`config.mk`:
```
export PLATFORM = sky130hd
export DESIGN_NAME = conv_ctrl
export DESIGN_NICKNAME = d
export VERILOG_FILES = /design/src/rtl/conv_ctrl.sv
export SDC_FILE = /design/constraint.sdc
export NUM_CORES = 1
export LEC_CHECK = 0
export ABC_CLOCK_PERIOD_IN_PS = 3900
export CORE_MARGIN = 2
export CORE_UTILIZATION = 50
export CTS_CLUSTER_DIAMETER = 150
export DETAILED_ROUTE_END_ITERATION = 8
export GPL_TIMING_DRIVEN = 0
export PLACE_DENSITY_LB_ADDON = 0.08
export SETUP_SLACK_MARGIN = 0.3
export SYNTH_ARGS = -nofsm -noshare
export SYNTH_HDL_FRONTEND = slang
export SYNTH_SLANG_ARGS = --single-unit
```
`constraint.sdc`:
```
create_clock -name clk -period 3.9 [get_ports clk]
set_input_delay 0.39 -clock clk [delete_from_list [all_inputs] [get_ports clk]]
set_output_delay 0.39 -clock clk [all_outputs]
set_load 0.01 [all_outputs]
```
`src/rtl/conv_ctrl.sv`:
```
// conv_ctrl: sequences a stride-1, unpadded KxK convolution over an
// IMG_W x IMG_H feature map. The loop order is kx (fastest), ky, ox, oy.
// It issues read addresses, then one cycle later a MAC enable, and two
// cycles after the final tap of each output it issues an output write.
module conv_ctrl #(
    parameter int IMG_W = 8,
    parameter int IMG_H = 8,
    parameter int K     = 3,
    parameter int IA_W  = 6,
    parameter int WA_W  = 4,
    parameter int OA_W  = 6
) (
    input  logic            clk,
    input  logic            reset,
    input  logic            start,
    input  logic            stall,
    output logic            busy,
    output logic            finish,
    output logic [IA_W-1:0] ifm_addr,
    output logic [WA_W-1:0] w_addr,
    output logic            mac_en,
    output logic            acc_clr,
    output logic            out_we,
    output logic [OA_W-1:0] out_addr
);

    localparam int OW   = IMG_W - K + 1;
    localparam int OH   = IMG_H - K + 1;
    localparam int MAXD = (IMG_W > IMG_H) ? IMG_W : IMG_H;
    localparam int CW   = $clog2(MAXD) + 1;

    localparam logic [1:0] S_IDLE  = 2'd0;
    localparam logic [1:0] S_RUN   = 2'd1;
    localparam logic [1:0] S_DRAIN = 2'd2;
    localparam logic [1:0] S_DONE  = 2'd3;

    logic [1:0]      r_state;
    logic            r_drain_cnt;
    logic [CW-1:0]   r_kx, r_ky, r_ox, r_oy;
    logic            r_mac_en, r_acc_clr, r_we_p, r_out_we;
    logic [OA_W-1:0] r_oaddr_p, r_out_addr;

    logic            w_issue;
    logic            w_kx_last, w_ky_last, w_ox_last, w_oy_last;
    logic            w_tap_last, w_pass_last, w_tap_first;
    logic [CW-1:0]   w_row, w_col;
    logic [OA_W-1:0] w_oaddr;

    assign w_issue     = (r_state == S_RUN) && !stall;
    assign w_kx_last   = (r_kx == CW'(K - 1));
    assign w_ky_last   = (r_ky == CW'(K - 1));
    assign w_ox_last   = (r_ox == CW'(OW - 1));
    assign w_oy_last   = (r_oy == CW'(OH - 1));
    assign w_tap_last  = w_kx_last && w_ky_last;
    assign w_pass_last = w_tap_last && w_ox_last && w_oy_last;
    assign w_tap_first = (r_kx == '0) && (r_ky == '0);

    // Row/column sums never exceed the image bounds, so CW bits suffice.
    assign w_row    = r_oy + r_ky;
    assign w_col    = r_ox + r_kx;
    assign ifm_addr = IA_W'(w_row) * IA_W'(IMG_W) + IA_W'(w_col);
    assign w_addr   = WA_W'(r_ky) * WA_W'(K) + WA_W'(r_kx);
    assign w_oaddr  = OA_W'(r_oy) * OA_W'(OW) + OA_W'(r_ox);

    assign busy     = (r_state != S_IDLE);
    assign finish   = (r_state == S_DONE);
    assign mac_en   = r_mac_en;
    assign acc_clr  = r_acc_clr;
    assign out_we   = r_out_we;
    assign out_addr = r_out_addr;

    // Control FSM: DRAIN holds two cycles so in-flight MAC/write finish before DONE.
    always_ff @(posedge clk) begin
        if (reset) begin
            r_state     <= S_IDLE;
            r_drain_cnt <= 1'b0;
        end else begin
            case (r_state)
                S_IDLE:  if (start) r_state <= S_RUN;
                S_RUN: begin
                    r_drain_cnt <= 1'b0;
                    if (w_issue && w_pass_last) r_state <= S_DRAIN;
                end
                S_DRAIN: begin
                    r_drain_cnt <= 1'b1;
                    if (r_drain_cnt) r_state <= S_DONE;
                end
                S_DONE:  r_state <= S_IDLE;
                default: r_state <= S_IDLE;
            endcase
        end
    end

    // Nested loop counters; they advance only on issue and wrap to zero after the last tap.
    always_ff @(posedge clk) begin
        if (reset) begin
            r_kx <= '0;
            r_ky <= '0;
            r_ox <= '0;
            r_oy <= '0;
        end else if (w_issue) begin
            if (w_kx_last) begin
                r_kx <= '0;
                if (w_ky_last) begin
                    r_ky <= '0;
                    if (w_ox_last) begin
                        r_ox <= '0;
                        if (w_oy_last) r_oy <= '0;
                        else           r_oy <= r_oy + CW'(1);
                    end else begin
                        r_ox <= r_ox + CW'(1);
                    end
                end else begin
                    r_ky <= r_ky + CW'(1);
                end
            end else begin
                r_kx <= r_kx + CW'(1);
            end
        end
    end

    // Datapath strobes: MAC one cycle after issue, output write two cycles after the final tap.
    always_ff @(posedge clk) begin
        if (reset) begin
            r_mac_en   <= 1'b0;
            r_acc_clr  <= 1'b0;
            r_we_p     <= 1'b0;
            r_out_we   <= 1'b0;
            r_oaddr_p  <= '0;
            r_out_addr <= '0;
        end else begin
            r_mac_en   <= w_issue;
            r_acc_clr  <= w_issue && w_tap_first;
            r_we_p     <= w_issue && w_tap_last;
            r_out_we   <= r_we_p;
            if (w_issue && w_tap_last) r_oaddr_p <= w_oaddr;
            r_out_addr <= r_oaddr_p;
        end
    end

endmodule
```
# Word level (Yosys, flattened, before mapping)
# Index checks and enable logic that the tools add are counted.
# classes
n_addsub	9
multipliers	2
n_div	0
magnitude_cmp	0
eq_ne	10
shifts	0
muxes	9
n_bitwise	0
n_reduce_logical	18
# op_table
cell	n
$add 4x1->4 const B	4
$mux 4	4
$add 6x4->6	2
$add 4x4->4	2
$eq 4x2->1 const B	2
$eq 4x3->1 const B	2
$logic_and 1x1->1	8
$logic_not 4->1	2
$pmux 2 s4	1
$mux 2	3
$reduce_and 3->1	2
$mul 4x2->5 const B	1
$eq 2x2->1 const B	2
$mul 4x2->4 const B	1
$ne 2x2->1 const B	2
$reduce_and 4->1	1
$reduce_bool 2->1	2
$add 3x3->3	1
$eq 2x1->1 const B	1
$logic_not 2->1	1
$ne 2x1->1 const B	1
$pmux 1 s2	1
$reduce_and 2->1	1
$logic_not 1->1	1
# word_totals
regBits	35
latchBits	0
ram_bits	0
rom_bits	0
inputBits	4
output_inout_bits	21
n_memories	0

# Depth between registers and ports, before layout
# Gate-level depths: netlist of the first run.
# logic_depth
ltp_word	7
ltp_mapped	10
ltp_nobuf	10

# Worst setup path before layout of the first run
# OpenSTA, ideal clock, no wires.
# synth_path
path_kind	register -> output
startpoint	reg r_ky[1]
endpoint	out w_addr[3]
t_arrival_ns	1.946
required_ns	3.510
slack_ns	1.564
path_stages_with_launch	6
cell_sequence	dfxtp_1 > fa_1 > ha_1 > fa_1 > xor2_1 > xnor2_1
# synth_via
elab_chain_len	2
# synth_lines
element	line	text
from (decl)	39	logic [CW-1:0] r_kx, r_ky, r_ox, r_oy;
from (signal assigned)	114	r_ky <= r_ky + CW'(1);
$mul 4x2->4	62	assign w_addr = WA_W'(r_ky) * WA_W'(K) + WA_W'(r_kx);
$add 4x4->4	62	
to (decl)	20	output logic [WA_W-1:0] w_addr,
# Every way passes these cells.

# Worst setup path after layout of the first run
# Same ends and word-level chain as after synthesis.

==> flow_metrics.tcl, run 1 <==
set metrics [dict create \
    postCtsSetupBuffers 0 \
    max_freq_mhz 312.3 \
    diodes 0 \
    clock_skew_ns 0.009600 \
    place_ws_ns 0.9929 \
    drive_gt1_share_pct 6.478 \
    dr.first_iter.drc_count 35 \
    yosys.area.top_type "dfxtp_1" \
    vias 1495 \
    fin_ws_ns 0.6978 \
    hold_start "r_we_p" \
    min_period_ns 3.202 \
    start_util_pct 51.51 \
    critPathLaunch "r_ky[1]" \
    numCtsBuffers 5 \
    powerDensity_mw_per_mm2 366.4 \
    synth-edff-count 0 \
    totalWireLength_um 3699 \
    synth_seq_cells 35 \
    yosysSeqAreaShare_pct 34.50 \
    antenna_found_initial 0 \
    grt_overflow_total 0 \
    power.leakage_uw 0.001041 \
    hp-class "reg -> reg" \
    final_antenna_net_count 0 \
    required_ns 3.51 \
    rsz0062_at_grt "false" \
    numClockSinks 35 \
    cp-start-kind "flip-flop" \
    drc 0 \
    cts_hold_buf 0 \
    power.share.switching_pct 27.26 \
    postSynthCellCount 216 \
    r2r_slack_ns 1.49 \
    vias_per_cell 5.034 \
    r2r_cells 10 \
    setup_violations 0 \
    placement.io_buffers 23 \
    design_area_mm2 0.002436 \
    worst_pin_slew_ns 0.5452 \
    maxCapViolations 0 \
    r2r-start "r_oy[0]" \
    core_area_mm2 0.003943 \
    clk_pin_slew_ns 0.07 \
    synth.area.top_cells "dfxtp_1, ha_1, fa_1" \
    syn_avg_cell_area_um2 9.401 \
    yosys_warnings 0 \
    cp_max_fo 8 \
    die_h_um 67.73 \
    max_slew_margin_pct 63.66 \
    seq_power_share_pct 44.1 \
    path_class "reg -> out" \
    r2r-end "r_oaddr_p[5]" \
    cts_tree "done" \
    grt_usage_pct 19.07 \
    yosys.cell_types.count 37 \
    dieArea_mm2 0.004587 \
    clk_latency_ns 0.29 \
    ctsResizeCount 0 \
    drtPass1Iterations 4 \
    gp_congestion 0.8507 \
    ys.flop_type "dfxtp_1" \
    first_global_vias 1359 \
    pwr-share-comb_pct 18.6 \
    p_int_uw 649.4 \
    fin_crit_sh_pct 82.11 \
    io_pins 25 \
    cts-root-buf "clkbuf_8" \
    grt_max_degree 13 \
    peakVddDrop_uv 189.0 \
    hpwl_um 2749 \
    area_delta_synth_final_pct 19.96 \
    status "complete, no violations" \
    fp-row-count 23 \
    placed_area_mm2 0.002323 \
    cts_buffer_depth 2 \
    synth_top_area_share_pct 34.50 \
    synth_nets 253 \
    die_w_um 67.73 \
    cp-end-kind "output pin" \
    ys_async_sr_fraction_pct 0 \
    critPathArrivalTime_ns 2.81 \
    nNetsFinal 283 \
    holdPathStages 1 \
    hold_path_end "out_we" \
    switching_power_uw 243.3 \
    hold_viol_final 0 \
    syn-cell-area_mm2 0.002031 \
    htreeDepth 2 \
    drv_slew 0 \
    power.share.clock_pct 37.3 \
    wl_per_cell_um 12.45 \
    grt_pass1_wl_um 6403 \
    fin_setup_tns_ns 0 \
]
## sequential cells by signal, summed over array words and instances, names as in the netlist
signal and count:
r_oaddr_p 6, r_we_p 1, out_we 1, r_state 2, r_ky 4, mac_en 1
acc_clr 1, out_addr 6, r_ox 4, r_drain_cnt 1, r_oy 4, r_kx 4
## worst max path at each step
stage	cells after the start	end	slack [ns]
2_1_floorplan	5	w_addr[3]	1.56
3_3_place_gp	6	w_addr[3]	1.00
3_5_place_dp	6	w_addr[3]	0.99
4_1_cts	6	w_addr[3]	0.66
5_1_grt	6	w_addr[3]	0.52
6_report	6	w_addr[3]	0.70
## power groups by stage
stage / logic [uW] / clock network [uW] / registers [uW]
after floorplan: 108 / 0 / 398
after global placement: 164 / 0 / 401
after detailed placement: 166 / 0 / 401
after CTS: 168 / 342 / 394
after global routing: 181 / 354 / 397
final: 166 / 333 / 394
## cell usage after synthesis, drive strengths merged, types with 3 or more instances
master,instances
dfxtp,35
ha,26
nor2,22
a21oi,19
inv,19
xnor2,14
nor2b,10
fa,7
nand2,7
o21ai,7
clkbuf,5
mux2i,5
xor2,5
a211oi,4
nand2b,4
nand3,4
and3,3
nand4,3
## metal layers
metal	track usage, %	vias to the layer above	part of all wire (%)
met1	24.79	674	48
met4	6.888	0	1.2
li1	-	779	-
met2	30.64	37	46
met5	0	-	0
met3	4.667	5	4.7
## layout make-up
| type | instances | area (um2) |
|---|---|---|
| Timing Repair Buffer | 23 | 230.2 |
| Sequential cell | 35 | 700.7 |
| Tap cell | 50 | 62.56 |
| Clock inverter | 3 | 43.79 |
| Fill cell | 333 | 1506 |
| Multi-Input combinational cell | 155 | 1229 |
| Clock buffer | 5 | 68.82 |
| Inverter | 19 | 71.32 |
| Buffer | 7 | 30.03 |
## worst max-delay path, cell delays in order (launching register included)
cell and delay [ns]:
dfxtp_1 0.56, fa_1 0.49, ha_1 0.22, fa_1 0.37, xor2_1 0.18, xnor2_1 0.15, clkdlybuf4s50_1 0.55
## kinds of logic (layout without fill, tap and decap cells)
logic type | Yosys count | in the layout | share of synthesized area [%]
buffers and inverters | 26 | 57 | 4.990
and+or+nand+nor | 63 | 63 | 16.94
muxes | 5 | 5 | 2.465
adders and majority gates | 33 | 33 | 22.92
AOI/OAI and AO/OA | 35 | 35 | 9.981
DFF | 35 | 35 | 34.50
xor gates and xnor gates | 19 | 19 | 8.195
## stage by stage
step	power [uW]	util [%]	cells	hold slack [ns]
2_1_floorplan	506.1	-	216	0.4138
3_3_place_gp	564.7	58.93	289	0.4183
3_5_place_dp	567.2	58.93	289	0.4316
4_1_cts	903.5	61.79	297	0.4493
5_1_grt	932.0	61.79	297	0.4611
6_report	892.7	61.79	297	0.4427
## placed cells by master, fill, tap and decap left out, drive strengths merged
master,instances
inv,19
and3b,1
and2,2
a21oi,19
or3,2
a21o,2
clkinv,2
ha,26
clkdlybuf4s50,23
xnor2,14
nand2,7
a211o,1
bufinv,1
and3,3
nand3,4
o21bai,1
mux2i,5
buf,2
dfxtp,35
a211oi,4
nor2,22
clkbuf,10
and4,1
nor3b,1
xor2,5
fa,7
nor4bb,1
o221a,1
nor3,2
nand4,3
o21ai,7
nor2b,10
nand2b,4
No activity file was read; power rests on OpenSTA's default activity.
==> inputs of run 2 (changes only) <==
ABC_CLOCK_PERIOD_IN_PS = 3100   (was 3900)
clock period = 3.1 ns   (was 3.9 ns; I/O delays follow)
==> run 2 against run 1 <==
Net effect: global-route usage unchanged; clock power increased by 26%; core utilization up 0.38 points; largest power group unchanged; first-iteration DRC count shrank 8.6%; non-clock buffer count stayed put; worst setup slack worse by 0.27 ns; combinational power up 25%; sequential share of layout area is 0.28 points higher.
==> flow_metrics.tcl, run 2 (synthesis gave the netlist of run 1 again) <==
set metrics [dict create \
    numCtsBuffers 5 \
    holdPathStages 2 \
    peakVddDrop_uv 237.8 \
    grt_overflow_total 0 \
    diodes 0 \
    clock_skew_ns 0.009389 \
    stdcell_count 297 \
    grt_max_degree 13 \
    totalWireLength_um 3668 \
    seq_power_share_pct 44.2 \
    final_common_cell "dfxtp_1" \
    final_antenna_net_count 0 \
    final_cell_mix "dfxtp_1, ha_1, nor2_1" \
    grt_use_met1_pct 24.79 \
    vias 1489 \
    drc 0 \
    dr.first_iter.drc_count 32 \
    hp-class "in -> reg" \
    power_uw 1122 \
    fp-row-count 23 \
    drive_gt1_share_pct 10.12 \
    wl_per_cell_um 12.35 \
    vias_per_cell 5.013 \
    holdWs_ns 0.3757 \
    start_util_pct 51.51 \
    pwr-share-comb_pct 18.6 \
    top_usage_layer "met2" \
    p_int_uw 817.0 \
    required_ns 2.79 \
    grt_use_met3_pct 4.667 \
    cp_max_fo 7 \
    rsz0062_at_grt "false" \
    numClockSinks 35 \
    hold_viol_final 0 \
    power.share.switching_pct 27.16 \
    fin_setup_tns_ns 0 \
    htreeDepth 2 \
    clk_latency_ns 0.29 \
    nNetsFinal 283 \
    drtPass1Iterations 4 \
    grt_pass1_wl_um 6403 \
    powerDensity_mw_per_mm2 457.6 \
    hold_start "reset" \
    cts_hold_buf 0 \
    ctsResizeCount 7 \
    regArea_um2 711.9 \
    die_h_um 67.73 \
    r2r_slack_ns 0.69 \
    status "complete, no violations" \
    met2_usage_pct 30.64 \
    core_area_mm2 0.003943 \
    cp-start-kind "flip-flop" \
    die_w_um 67.73 \
    io_pins 25 \
    cts-root-buf "clkbuf_8" \
    path_class "reg -> out" \
    hpwl_um 2749 \
    power.share.clock_pct 37.3 \
    hold_path_end "out_addr[0]" \
    drv_slew 0 \
    maxCapViolations 0 \
    min_period_ns 2.668 \
    power.leakage_uw 0.001085 \
    max_freq_mhz 374.8 \
    area_delta_synth_final_pct 20.70 \
    cts_tree "done" \
    clk_pin_slew_ns 0.07 \
    first_global_vias 1359 \
    fillerInstances 327 \
    fin_crit_sh_pct 86.07 \
    dp_cells 289 \
    gp_congestion 0.8507 \
    antenna_found_initial 0 \
    placement.io_buffers 23 \
    postCtsSetupBuffers 0 \
    cp-end-kind "output pin" \
    r2r_cells 10 \
    worst_pin_slew_ns 0.5451 \
    grt_usage_pct 19.07 \
    multi_input_area_mm2 0.001232 \
    max_slew_margin_pct 63.66 \
    switching_power_uw 304.6 \
    cts_buffer_depth 2 \
    setup_violations 0 \
    dieArea_mm2 0.004587 \
    critPathArrivalTime_ns 2.36 \
    r2r-start "r_oy[0]" \
    r2r-end "r_oaddr_p[5]" \
]
## run 2: cell count changes in the layout (fill, tap and decap cells not counted), moves of 2 or more
cell,before,now
dfxtp_2,0,6
dfxtp_1,35,28
dlymetal6s2s_1,0,2
clkdlybuf4s50_1,23,20
## run 2: per-layer routing
layer,vias up,part of all wire (%),routed length [um]
li1,777,-,-
met1,681,47,1741
met2,26,48,1754
met3,5,3.4,125
met4,0,1.3,46
met5,-,0,0
## run 2: power groups by stage
stage / logic [uW] / registers (uW) / clock network [uW]
6_report: 208 / 495 / 418
5_1_grt: 228 / 500 / 445
4_1_cts: 211 / 496 / 431
3_5_place_dp: 209 / 505 / 0
3_3_place_gp: 206 / 505 / 0
2_1_floorplan: 136 / 500 / 0
## run 2: layout make-up
class                           instances  share of cell area [%]
Multi-Input combinational cell        155                   50.28
Sequential cell                        35                   29.05
Timing Repair Buffer                   23                   9.393
Inverter                               19                   2.910
Clock buffer                            5                   2.808
Tap cell                               50                   2.552
Clock inverter                          3                   1.787
Buffer                                  7                   1.225
## run 2: worst max path at each step
stage                     startpoint        end  slack, ns
after floorplan              r_ky[1]  w_addr[3]       0.84
after global placement       r_ky[1]  w_addr[3]       0.28
after detailed placement     r_ky[1]  w_addr[3]       0.27
after CTS                    r_ky[1]  w_addr[3]        0.1
after global routing         r_ky[0]  w_addr[2]       0.35
final                        r_ky[0]  w_addr[2]       0.43
## run 2: metrics by stage
stage | area (um2) | setup WS [ns] | util (%)
finish | 2451 | 0.4318 | 62.17
global route | 2451 | 0.3477 | 62.17
CTS | 2442 | 0.09510 | 61.95
detailed placement | 2323 | 0.2729 | 58.93
global placement | 2323 | 0.2808 | 58.93
floorplan | 2031 | 0.8435 | -
## run 2: critical path, stage by stage (launching register included)
cell and delay (ns):
dfxtp_2 0.41, fa_1 0.44, ha_1 0.22, fa_1 0.47
clkdlybuf4s50_1 0.53
==> inputs of run 3 (changes only) <==
CORE_ASPECT_RATIO = 2   (was default)
CORE_UTILIZATION = 55   (was 50)
==> run 3 against run 2 <==
Net effect: clock skew is 0.0061 ns lower; clock power down 3%; final cell count stayed put; design area increased by 0.41%; maximum frequency down 0.58%; core utilization grew 6.8 points; clock-buffer cell count is the same; sequential cell count did not move; routed wire length decreased by 0.22%.
==> flow_metrics.tcl, run 3 (synthesis gave the netlist of run 1 again) <==
set metrics [dict create \
    placement.io_buffers 23 \
    drc 0 \
    powerDensity_mw_per_mm2 449.3 \
    clk_pin_slew_ns 0.07 \
    numClockSinks 35 \
    diodes 0 \
    drtPass1Iterations 4 \
    gp_congestion 0.8133 \
    holdWs_ns 0.3661 \
    start_util_pct 56.91 \
    peakVddDrop_uv 366.3 \
    grt_pass1_wl_um 6465 \
    drive_gt1_share_pct 10.08 \
    power.leakage_uw 0.001075 \
    htreeDepth 2 \
    cts-root-buf "clkbuf_8" \
    die_w_um 46.97 \
    design_area_mm2 0.002461 \
    vias_per_cell 5.101 \
    core_area_mm2 0.003568 \
    placed_area_mm2 0.002322 \
    critPathArrivalTime_ns 2.37 \
    cp_max_fo 6 \
    setup_violations 0 \
    vias 1515 \
    drv_slew 0 \
    hp-class "in -> reg" \
    final_util_pct 68.97 \
    dr.first_iter.drc_count 24 \
    hpwl_um 2832 \
    io_pins 25 \
    cp-end-kind "output pin" \
    final_cell_mix "dfxtp_1, ha_1, nor2_1" \
    path_class "reg -> out" \
    first_global_vias 1521 \
    totalWireLength_um 3660 \
    nNetsFinal 284 \
    fin_crit_sh_pct 86.57 \
    final_common_cell "dfxtp_1" \
    dieArea_mm2 0.004224 \
    grt_overflow_total 0 \
    area_delta_synth_final_pct 21.20 \
    cp-start-kind "flip-flop" \
    max_slew_margin_pct 64.73 \
    max_freq_mhz 372.6 \
    rsz0062_at_grt "false" \
    fin_setup_tns_ns 0 \
    cts_tree "done" \
    cts_buffer_depth 2 \
    fillerInstances 320 \
    wl_per_cell_um 12.32 \
    antenna_found_initial 0 \
    min_period_ns 2.684 \
    numCtsBuffers 5 \
    fp-row-count 31 \
    die_h_um 89.93 \
    grt_max_degree 13 \
    worst_pin_slew_ns 0.5290 \
    clock_skew_ns 0.003329 \
    maxCapViolations 0 \
    status "complete, no violations" \
    required_ns 2.79 \
    clk_latency_ns 0.29 \
    grt_usage_pct 20.50 \
    hold_viol_final 0 \
    final_antenna_net_count 0 \
    cts_hold_buf 0 \
]
-- run 3: layout make-up --
type,count,area [um2],area share (%)
Sequential cell,35,714.4,29.03
Multi-Input combinational cell,155,1232,50.08
Clock inverter,3,43.79,1.779
Timing Repair Buffer,24,239.0,9.710
Tap cell,49,61.31,2.491
Clock buffer,5,68.82,2.796
Inverter,19,71.32,2.898
Buffer,7,30.03,1.220
-- run 3: metal layers --
layer / up-vias / global-route usage, % / share of wire [%]
li1: 781 / - / -
met3: 8 / 3.414 / 2.8
met5: - / 0 / 0
met1: 700 / 22.75 / 40
met4: 0 / 9.722 / 2.3
met2: 26 / 35.05 / 55
-- run 3: report_power, final --
group | total (uW) | switching (uW) | internal, uW
sequential | 493 | 23.9 | 469
clock | 406 | 167 | 239
combinational | 206 | 98.4 | 108
-- run 3: worst paths after layout --
| path | start | to | slack [ns] | cells after the start |
|---|---|---|---|---|
| worst max-delay path | r_kx[1] | ifm_addr[4] | 0.42 | 7 |
| worst max register to register | r_oy[0] | r_oaddr_p[5] | 0.65 | 10 |
| worst min register to register | r_we_p | out_we | 0.44 | 1 |
| worst min-delay path | reset | out_addr[0] | 0.37 | 2 |
-- run 3: timing repair --
action,4_1_cts,5_1_grt
buffers inserted,1,0
cloned,0,0
setup endpoints to repair,4,1
resized for setup,11,1
-- run 3: critical path, stage by stage, from the launching register on --
cell	delay [ns]
dfxtp_2	0.36
ha_1	0.29
a21o_1	0.17
a21oi_2	0.17
xnor2_1	0.11
ha_1	0.20
ha_1	0.27
clkdlybuf4s50_1	0.53
-- run 3: through the flow --
stage	worst slack (ns)	total power [uW]	cells
after floorplan	0.8435	636.7	216
after global placement	0.2440	709.3	288
after detailed placement	0.2451	712.5	288
after CTS	0.1427	1121	297
after global routing	0.3040	1162	297
final	0.4162	1106	297
